<file path="src/rtl/uart_tx_arbiter_if.sv">
// Byte-stream bundle between N_REQ requesters, the arbiter and the serial transmitter FIFO port.
// master = requesters plus the transmitter side as seen by the sources; slave = the arbiter.
interface uart_tx_arbiter_if #(
    parameter int N_REQ = 4
);
    localparam int GW = $clog2(N_REQ);

    logic [N_REQ-1:0]   req_valid;
    logic [8*N_REQ-1:0] req_data;
    logic [N_REQ-1:0]   req_last;
    logic [N_REQ-1:0]   req_ready;
    logic               tx_full;
    logic               tx_wr_en;
    logic [7:0]         tx_din;
    logic [GW-1:0]      grant_id;
    logic               busy;

    modport master (
        output req_valid, req_data, req_last, tx_full,
        input  req_ready, tx_wr_en, tx_din, grant_id, busy
    );

    modport slave (
        input  req_valid, req_data, req_last, tx_full,
        output req_ready, tx_wr_en, tx_din, grant_id, busy
    );
endinterface

</file>
<file path="src/rtl/uart_tx_arbiter.sv">
// Round-robin arbiter with burst lock sharing one transmitter FIFO write port among N_REQ sources.
// state   | meaning
// IDLE    | nobody owns the transmitter; pick next requester from rr_ptr (one cycle)
// GRANTED | grant_id owns the port; zero-latency handshake until last, MAX_BURST or stall timeout
module uart_tx_arbiter #(
    parameter int N_REQ         = 4,
    parameter int MAX_BURST     = 16,
    parameter int STALL_TIMEOUT = 64
) (
    input  logic              clk,
    input  logic              rst_n,
    uart_tx_arbiter_if.slave  bus
);
    localparam int GW = $clog2(N_REQ);

    typedef enum logic {
        IDLE    = 1'b0,
        GRANTED = 1'b1
    } state_t;

    state_t         state, state_n;
    logic [GW-1:0]  rr_ptr, rr_ptr_n;
    logic [GW-1:0]  grant_id, grant_id_n;
    logic [7:0]     burst_cnt, burst_cnt_n;
    logic [15:0]    stall_cnt, stall_cnt_n;

    logic [GW-1:0]  rr_pick;
    logic           rr_found;
    logic [GW-1:0]  ptr_after_owner;
    logic           release_now;
    logic [N_REQ-1:0] req_ready;
    logic           tx_wr_en;
    logic [7:0]     tx_din;

    // First valid requester at or after rr_ptr, wrapping modulo N_REQ.
    always_comb begin
        rr_pick  = '0;
        rr_found = 1'b0;
        for (int k = 0; k < N_REQ; k++) begin
            if (!rr_found && bus.req_valid[(int'(rr_ptr) + k) % N_REQ]) begin
                rr_found = 1'b1;
                rr_pick  = GW'((int'(rr_ptr) + k) % N_REQ);
            end
        end
    end

    assign ptr_after_owner = (int'(grant_id) == N_REQ - 1) ? '0 : grant_id + GW'(1);

    always_comb begin
        state_n     = state;
        rr_ptr_n    = rr_ptr;
        grant_id_n  = grant_id;
        burst_cnt_n = burst_cnt;
        stall_cnt_n = stall_cnt;
        req_ready   = '0;
        tx_wr_en    = 1'b0;
        tx_din      = 8'h00;
        release_now = 1'b0;

        case (state)
            IDLE: begin
                if (rr_found) begin
                    grant_id_n  = rr_pick;
                    burst_cnt_n = '0;
                    stall_cnt_n = '0;
                    state_n     = GRANTED;
                end
            end
            GRANTED: begin
                req_ready[grant_id] = !bus.tx_full;
                tx_wr_en = bus.req_valid[grant_id] && !bus.tx_full;
                if (tx_wr_en) begin
                    tx_din      = bus.req_data[{grant_id, 3'b000} +: 8];
                    burst_cnt_n = burst_cnt + 8'd1;
                    stall_cnt_n = '0;
                    if (bus.req_last[grant_id] || ({1'b0, burst_cnt} + 9'd1 == 9'(MAX_BURST)))
                        release_now = 1'b1;
                end else if (!bus.tx_full) begin
                    // Backpressure does not count as a stall; only an idle owner does.
                    stall_cnt_n = stall_cnt + 16'd1;
                    if ({1'b0, stall_cnt} + 17'd1 == 17'(STALL_TIMEOUT))
                        release_now = 1'b1;
                end
                if (release_now) begin
                    state_n  = IDLE;
                    rr_ptr_n = ptr_after_owner;
                end
            end
            default: state_n = IDLE;
        endcase
    end

    always_ff @(posedge clk or negedge rst_n) begin
        if (!rst_n) begin
            state     <= IDLE;
            rr_ptr    <= '0;
            grant_id  <= '0;
            burst_cnt <= '0;
            stall_cnt <= '0;
        end else begin
            state     <= state_n;
            rr_ptr    <= rr_ptr_n;
            grant_id  <= grant_id_n;
            burst_cnt <= burst_cnt_n;
            stall_cnt <= stall_cnt_n;
        end
    end

    assign bus.req_ready = req_ready;
    assign bus.tx_wr_en  = tx_wr_en;
    assign bus.tx_din    = tx_din;
    assign bus.grant_id  = grant_id;
    assign bus.busy      = (state == GRANTED);

endmodule
</file>
<file path="src/flat_wrapper.sv">
// flat-port wrapper written by rule: the top's interface ports become plain ports
module uart_tx_arbiter_flat 
#(
    parameter int N_REQ         = 4,
    parameter int MAX_BURST     = 16,
    parameter int STALL_TIMEOUT = 64
)
  (clk, rst_n, bus_req_valid, bus_req_data, bus_req_last, bus_tx_full, bus_req_ready, bus_tx_wr_en, bus_tx_din, bus_grant_id, bus_busy);
  uart_tx_arbiter_if #(.N_REQ(N_REQ)) bus_i ();
  input  logic clk;
  input  logic rst_n;
  input wire logic [$bits(bus_i.req_valid)-1:0] bus_req_valid;
  input wire logic [$bits(bus_i.req_data)-1:0] bus_req_data;
  input wire logic [$bits(bus_i.req_last)-1:0] bus_req_last;
  input wire logic [$bits(bus_i.tx_full)-1:0] bus_tx_full;
  output wire logic [$bits(bus_i.req_ready)-1:0] bus_req_ready;
  output wire logic [$bits(bus_i.tx_wr_en)-1:0] bus_tx_wr_en;
  output wire logic [$bits(bus_i.tx_din)-1:0] bus_tx_din;
  output wire logic [$bits(bus_i.grant_id)-1:0] bus_grant_id;
  output wire logic [$bits(bus_i.busy)-1:0] bus_busy;
  assign bus_i.req_valid = bus_req_valid;
  assign bus_i.req_data = bus_req_data;
  assign bus_i.req_last = bus_req_last;
  assign bus_i.tx_full = bus_tx_full;
  assign bus_req_ready = bus_i.req_ready;
  assign bus_tx_wr_en = bus_i.tx_wr_en;
  assign bus_tx_din = bus_i.tx_din;
  assign bus_grant_id = bus_i.grant_id;
  assign bus_busy = bus_i.busy;
  uart_tx_arbiter #(.N_REQ(N_REQ), .MAX_BURST(MAX_BURST), .STALL_TIMEOUT(STALL_TIMEOUT)) u_core (.clk(clk), .rst_n(rst_n), .bus(bus_i));
endmodule
</file>
<file path="config.mk">
export PLATFORM = sky130hd
export DESIGN_NAME = uart_tx_arbiter_flat
export DESIGN_NICKNAME = d
export VERILOG_FILES = /design/src/rtl/uart_tx_arbiter_if.sv /design/src/rtl/uart_tx_arbiter.sv /design/src/flat_wrapper.sv
export SDC_FILE = /design/constraint.sdc
export NUM_CORES = 1
export LEC_CHECK = 0
export CAP_MARGIN = 5
export CORE_MARGIN = 5
export CORE_UTILIZATION = 35
export DETAILED_ROUTE_END_ITERATION = 16
export GPL_ROUTABILITY_DRIVEN = 0
export SYNTH_ARGS = -nofsm -noshare
export SYNTH_HDL_FRONTEND = slang
export SYNTH_SLANG_ARGS = --single-unit
</file>
<file path="constraint.sdc">
create_clock -name clk -period 2.6 [get_ports clk]
set_input_delay 0.52 -clock clk [delete_from_list [all_inputs] [get_ports clk]]
set_output_delay 0.52 -clock clk [all_outputs]
set_load 0.01 [all_outputs]
</file>
==> results of run 1 <==
## cells in the mapped netlist, drive strengths merged (6+ instances only)
cell type and count:
mux4 9, ha 6, o21ai 33, mux2 6
nand3 10, o41ai 6, o31ai 6, nor2 19
and3 15, dfrtp 29, a21oi 6, and2 6
nand2 25
## report_power, final
group	total [mW]	internal, mW	switching [mW]
Combinational	1.07	0.576	0.490
Sequential	0.615	0.520	0.0954
Clock	0.412	0.239	0.173
Total	2.09	1.33	0.759
## worst max-delay path by stage
stage / endpoint / slack, ps / depth (start not counted)
2_1_floorplan: u_core.rr_ptr[0] / 470 / 7
3_3_place_gp: bus_tx_din[7] / -130 / 5
3_5_place_dp: bus_tx_din[7] / -170 / 5
4_1_cts: bus_req_ready[3] / 20 / 5
5_1_grt: u_core.rr_ptr[1] / 20 / 8
6_report: bus_req_ready[3] / 60 / 5
## state kept, by name (all words and copies together), names as in the netlist
register and flops:
u_core.stall_cnt 16, u_core.burst_cnt 8, u_core.bus.grant_id 2, u_core.rr_ptr 2
u_core.bus.busy 1
## per-layer routing
metal	wire length (microns)	vias up	part of all wire, %
met5	0	-	0
met4	16	0	0.27
met3	152	2	2.5
met2	2860	24	48
met1	2950	1037	49
li1	-	1055	-
## critical path, cell delays in order
cell and delay [ps]:
sky130_fd_sc_hd__clkdlybuf4s50_1 460, sky130_fd_sc_hd__nor2b_2 170, sky130_fd_sc_hd__buf_6 170, sky130_fd_sc_hd__and2_1 140, sky130_fd_sc_hd__clkdlybuf4s50_1 550
## cell families after synthesis
| family | after synthesis |
|---|---|
| buffers and inverters | 15 |
| multiplexers | 18 |
| adder cells (fa/ha/maj) | 6 |
| AND/OR/NAND/NOR | 101 |
| flip-flops | 29 |
| XOR/XNOR | 3 |
| AO/OA/AOI/OAI | 65 |
## through the flow
stage	TNS, ps	instances	hold slack, ps	cell area [sq um]
6_report	0	391	490	3050
5_1_grt	0	391	528	3050
4_1_cts	0	391	493	3080
3_5_place_dp	-1750	382	485	2960
3_3_place_gp	-1280	382	476	2960
2_1_floorplan	0	237	224	2140
## area by class of cell
type	count	area, sq um	area share, %
Clock buffer	7	96.3	3.16
Timing Repair Buffer	81	753	24.7
Tap cell	75	93.8	3.08
Sequential cell	29	726	23.8
Inverter	5	18.8	0.616
Multi-Input combinational cell	193	1360	44.5
Clock inverter	1	5.00	0.164
## repair_timing
item | 4_1_cts | 5_1_grt
resized for setup | 18 | 10
buffers inserted | 1 | 0
endpoints found under the setup margin | 9 | 12
==> impl_metrics.py, run 1 <==
metrics = {
    "global_route": {
        "grt.overflow.total": 0,
        "globalRouteMet3Util_pct": 2.61,
        "antenna_found_initial": 0,
        "grt_first_pass_wirelength_microns": 10100,
        "grtUsageMet1_pct": 24.9,
        "grt_pass1_vias": 2002,
        "grt_use_met2_pct": 25.4,
        "groute.usage.overall_pct": 16.6,
        "maximum_number_of_pins_on_one_net_before_global_route_repair": 30,
        "grt_busiest_layer": "met2",
    },
    "yosys": {
        "share_of_synthesized_cell_area_in_full_adder_half_adder_and_majority_cells_pct": 3.50,
        "synth_compound_area_share_pct": 18.8,
        "synth_top_family_by_area": "simple AND/OR/NAND/NOR gates",
        "post_synthesis_net_count": 286,
        "ys_async_sr_fraction_pct": 100,
        "largest_area_contributor_in_the_netlist": "sky130_fd_sc_hd__dfrtp_1",
        "post_synth_and_or_nand_nor_area_fraction_pct": 25.5,
        "synthFlopType": "sky130_fd_sc_hd__dfrtp_1",
        "synth-xor-area-share_pct": 1.23,
        "post-synth-top-area-fraction_pct": 33.9,
        "syn_area_sq_um": 2140,
        "yosys_warnings": 0,
        "syn-instance-count": 237,
        "yosys-mux-area-fraction_pct": 14.0,
        "post_synth.cell_area_avg_sq_um": 9.04,
        "synth_enable_flop_cells": 0,
        "synth.ff_latch_count": 29,
        "ys_seq_area_share_pct": 33.9,
        "netlist_top_cells_area": "sky130_fd_sc_hd__dfrtp_1 34%, sky130_fd_sc_hd__mux4_2 9.5%, sky130_fd_sc_hd__o21ai_0 7.2%",
        "synthDistinctLibCells": 49,
    },
    "route": {
        "ant_nets": 0,
        "violation_count_after_the_first_detailed_route_iteration": 141,
        "detail_route.wl_per_cell_microns": 15.3,
        "route.detailed.vias_per_inst": 5.42,
        "routed_wirelength_microns": 5980,
        "num_vias": 2118,
        "detail_route.drc_violations": 0,
        "detailedRoute.firstPassIterationCount": 4,
    },
    "sta": {
        "final-max-slew-violation-count": 0,
        "clock_skew_ps": 3.96,
        "worst_slack_ps": 64.8,
        "post-route-min-period_ps": 2540,
        "rsz0062_at_grt": "no",
        "finalSetupViolCount": 0,
        "max_slew.worst_pin.slew_ps": 435,
        "hold_violations": 0,
        "finalCritPeriodShare_pct": 97.5,
        "slew_headroom_pct": 70.8,
        "max_freq_mhz": 394,
    },
    "placement": {
        "hpwl_microns": 4590,
        "pre_cts_slack_ps": -168,
        "number_of_buffer_cells_added_on_primary_ports": 58,
    },
    "cells_and_area": {
        "layout.core_utilization_pct": 51.5,
        "nets": 364,
        "n_fill_cell": 559,
        "antenna_cells": 0,
        "layout.cells.most_common_list": "49 x sky130_fd_sc_hd__clkdlybuf4s50_1, 31 x sky130_fd_sc_hd__o21ai_0, 29 x sky130_fd_sc_hd__dfrtp_1, 24 x sky130_fd_sc_hd__nand2_1, 19 x sky130_fd_sc_hd__buf_4",
        "most_frequent_standard_cell_in_the_layout_excluding_fill_and_tap_cells": "sky130_fd_sc_hd__clkdlybuf4s50_1",
        "share_of_cells_above_drive_strength_1_pct": 19.9,
        "areaGrowthSynthToFinish_pct": 42.3,
    },
    "clocking": {
        "insertion_delay_to_the_later_sink_of_the_worst_skew_pair_ps": 280,
        "cts.hold.buffers_added": 0,
        "clock_sink_count": 29,
        "cts_root_buf": "sky130_fd_sc_hd__clkbuf_8",
        "cts_tree": "yes",
        "tritoncts.num_buffers": 5,
        "clk_pin_slew_ps": 60,
        "htree_num_levels": 2,
        "clk_path_buf_depth": 2,
    },
    "floorplanning": {
        "design.portCount": 59,
        "die_width_microns": 88.2,
        "fp.dieArea_sq_um": 7780,
        "core_area_sq_um": 5920,
        "die_h_microns": 88.2,
        "start_util_pct": 36.2,
        "rows": 28,
    },
    "power": {
        "worst_ir_drop_vdd_mv": 0.419,
        "p_leak_nw": 1.29,
        "powerDensity_nw_per_um2": 687,
        "power_mw": 2.09,
    },
    "critical_path": {
        "regToRegStartpoint": "u_core.bus.grant_id[1]",
        "worst-setup-path-type": "in -> out",
        "worst_ep_arrival_time_ps": 2020,
        "r2r-end": "u_core.rr_ptr[1]",
        "critical_path_start": "bus_tx_full",
        "cp.required_ps": 2080,
        "critPathLaunchType": "input port",
        "reg2reg_setup_slack_ps": 230,
        "timing.critical_path.to_type": "output port",
        "cp_max_fo": 14,
        "worst_r2r_path_depth": 7,
    },
    "min_path": {
        "worstHoldStart": "u_core.burst_cnt[7]",
        "hold_end": "u_core.burst_cnt[7]",
        "hold_path_depth": 1,
        "timing.hold.worst.class": "reg -> reg",
    },
    "outcome": {
        "outcome": "complete, no violations",
    },
    "flow_run": {
        "cap_viol_max_count": 0,
    },
}
(Power assumes the default switching activity.)
==> run 2, diff against run 1 <==
--- a/config.mk
+++ b/config.mk
@@ -9,7 +9,7 @@
 export CORE_MARGIN = 5
 export CORE_UTILIZATION = 35
 export DETAILED_ROUTE_END_ITERATION = 16
-export GPL_ROUTABILITY_DRIVEN = 0
+export GPL_ROUTABILITY_DRIVEN = 1
 export SYNTH_ARGS = -nofsm -noshare
 export SYNTH_HDL_FRONTEND = slang
 export SYNTH_SLANG_ARGS = --single-unit
==> results of run 2 <==
Same layout as run 1: the final DEF is identical, and so are final timing and power.
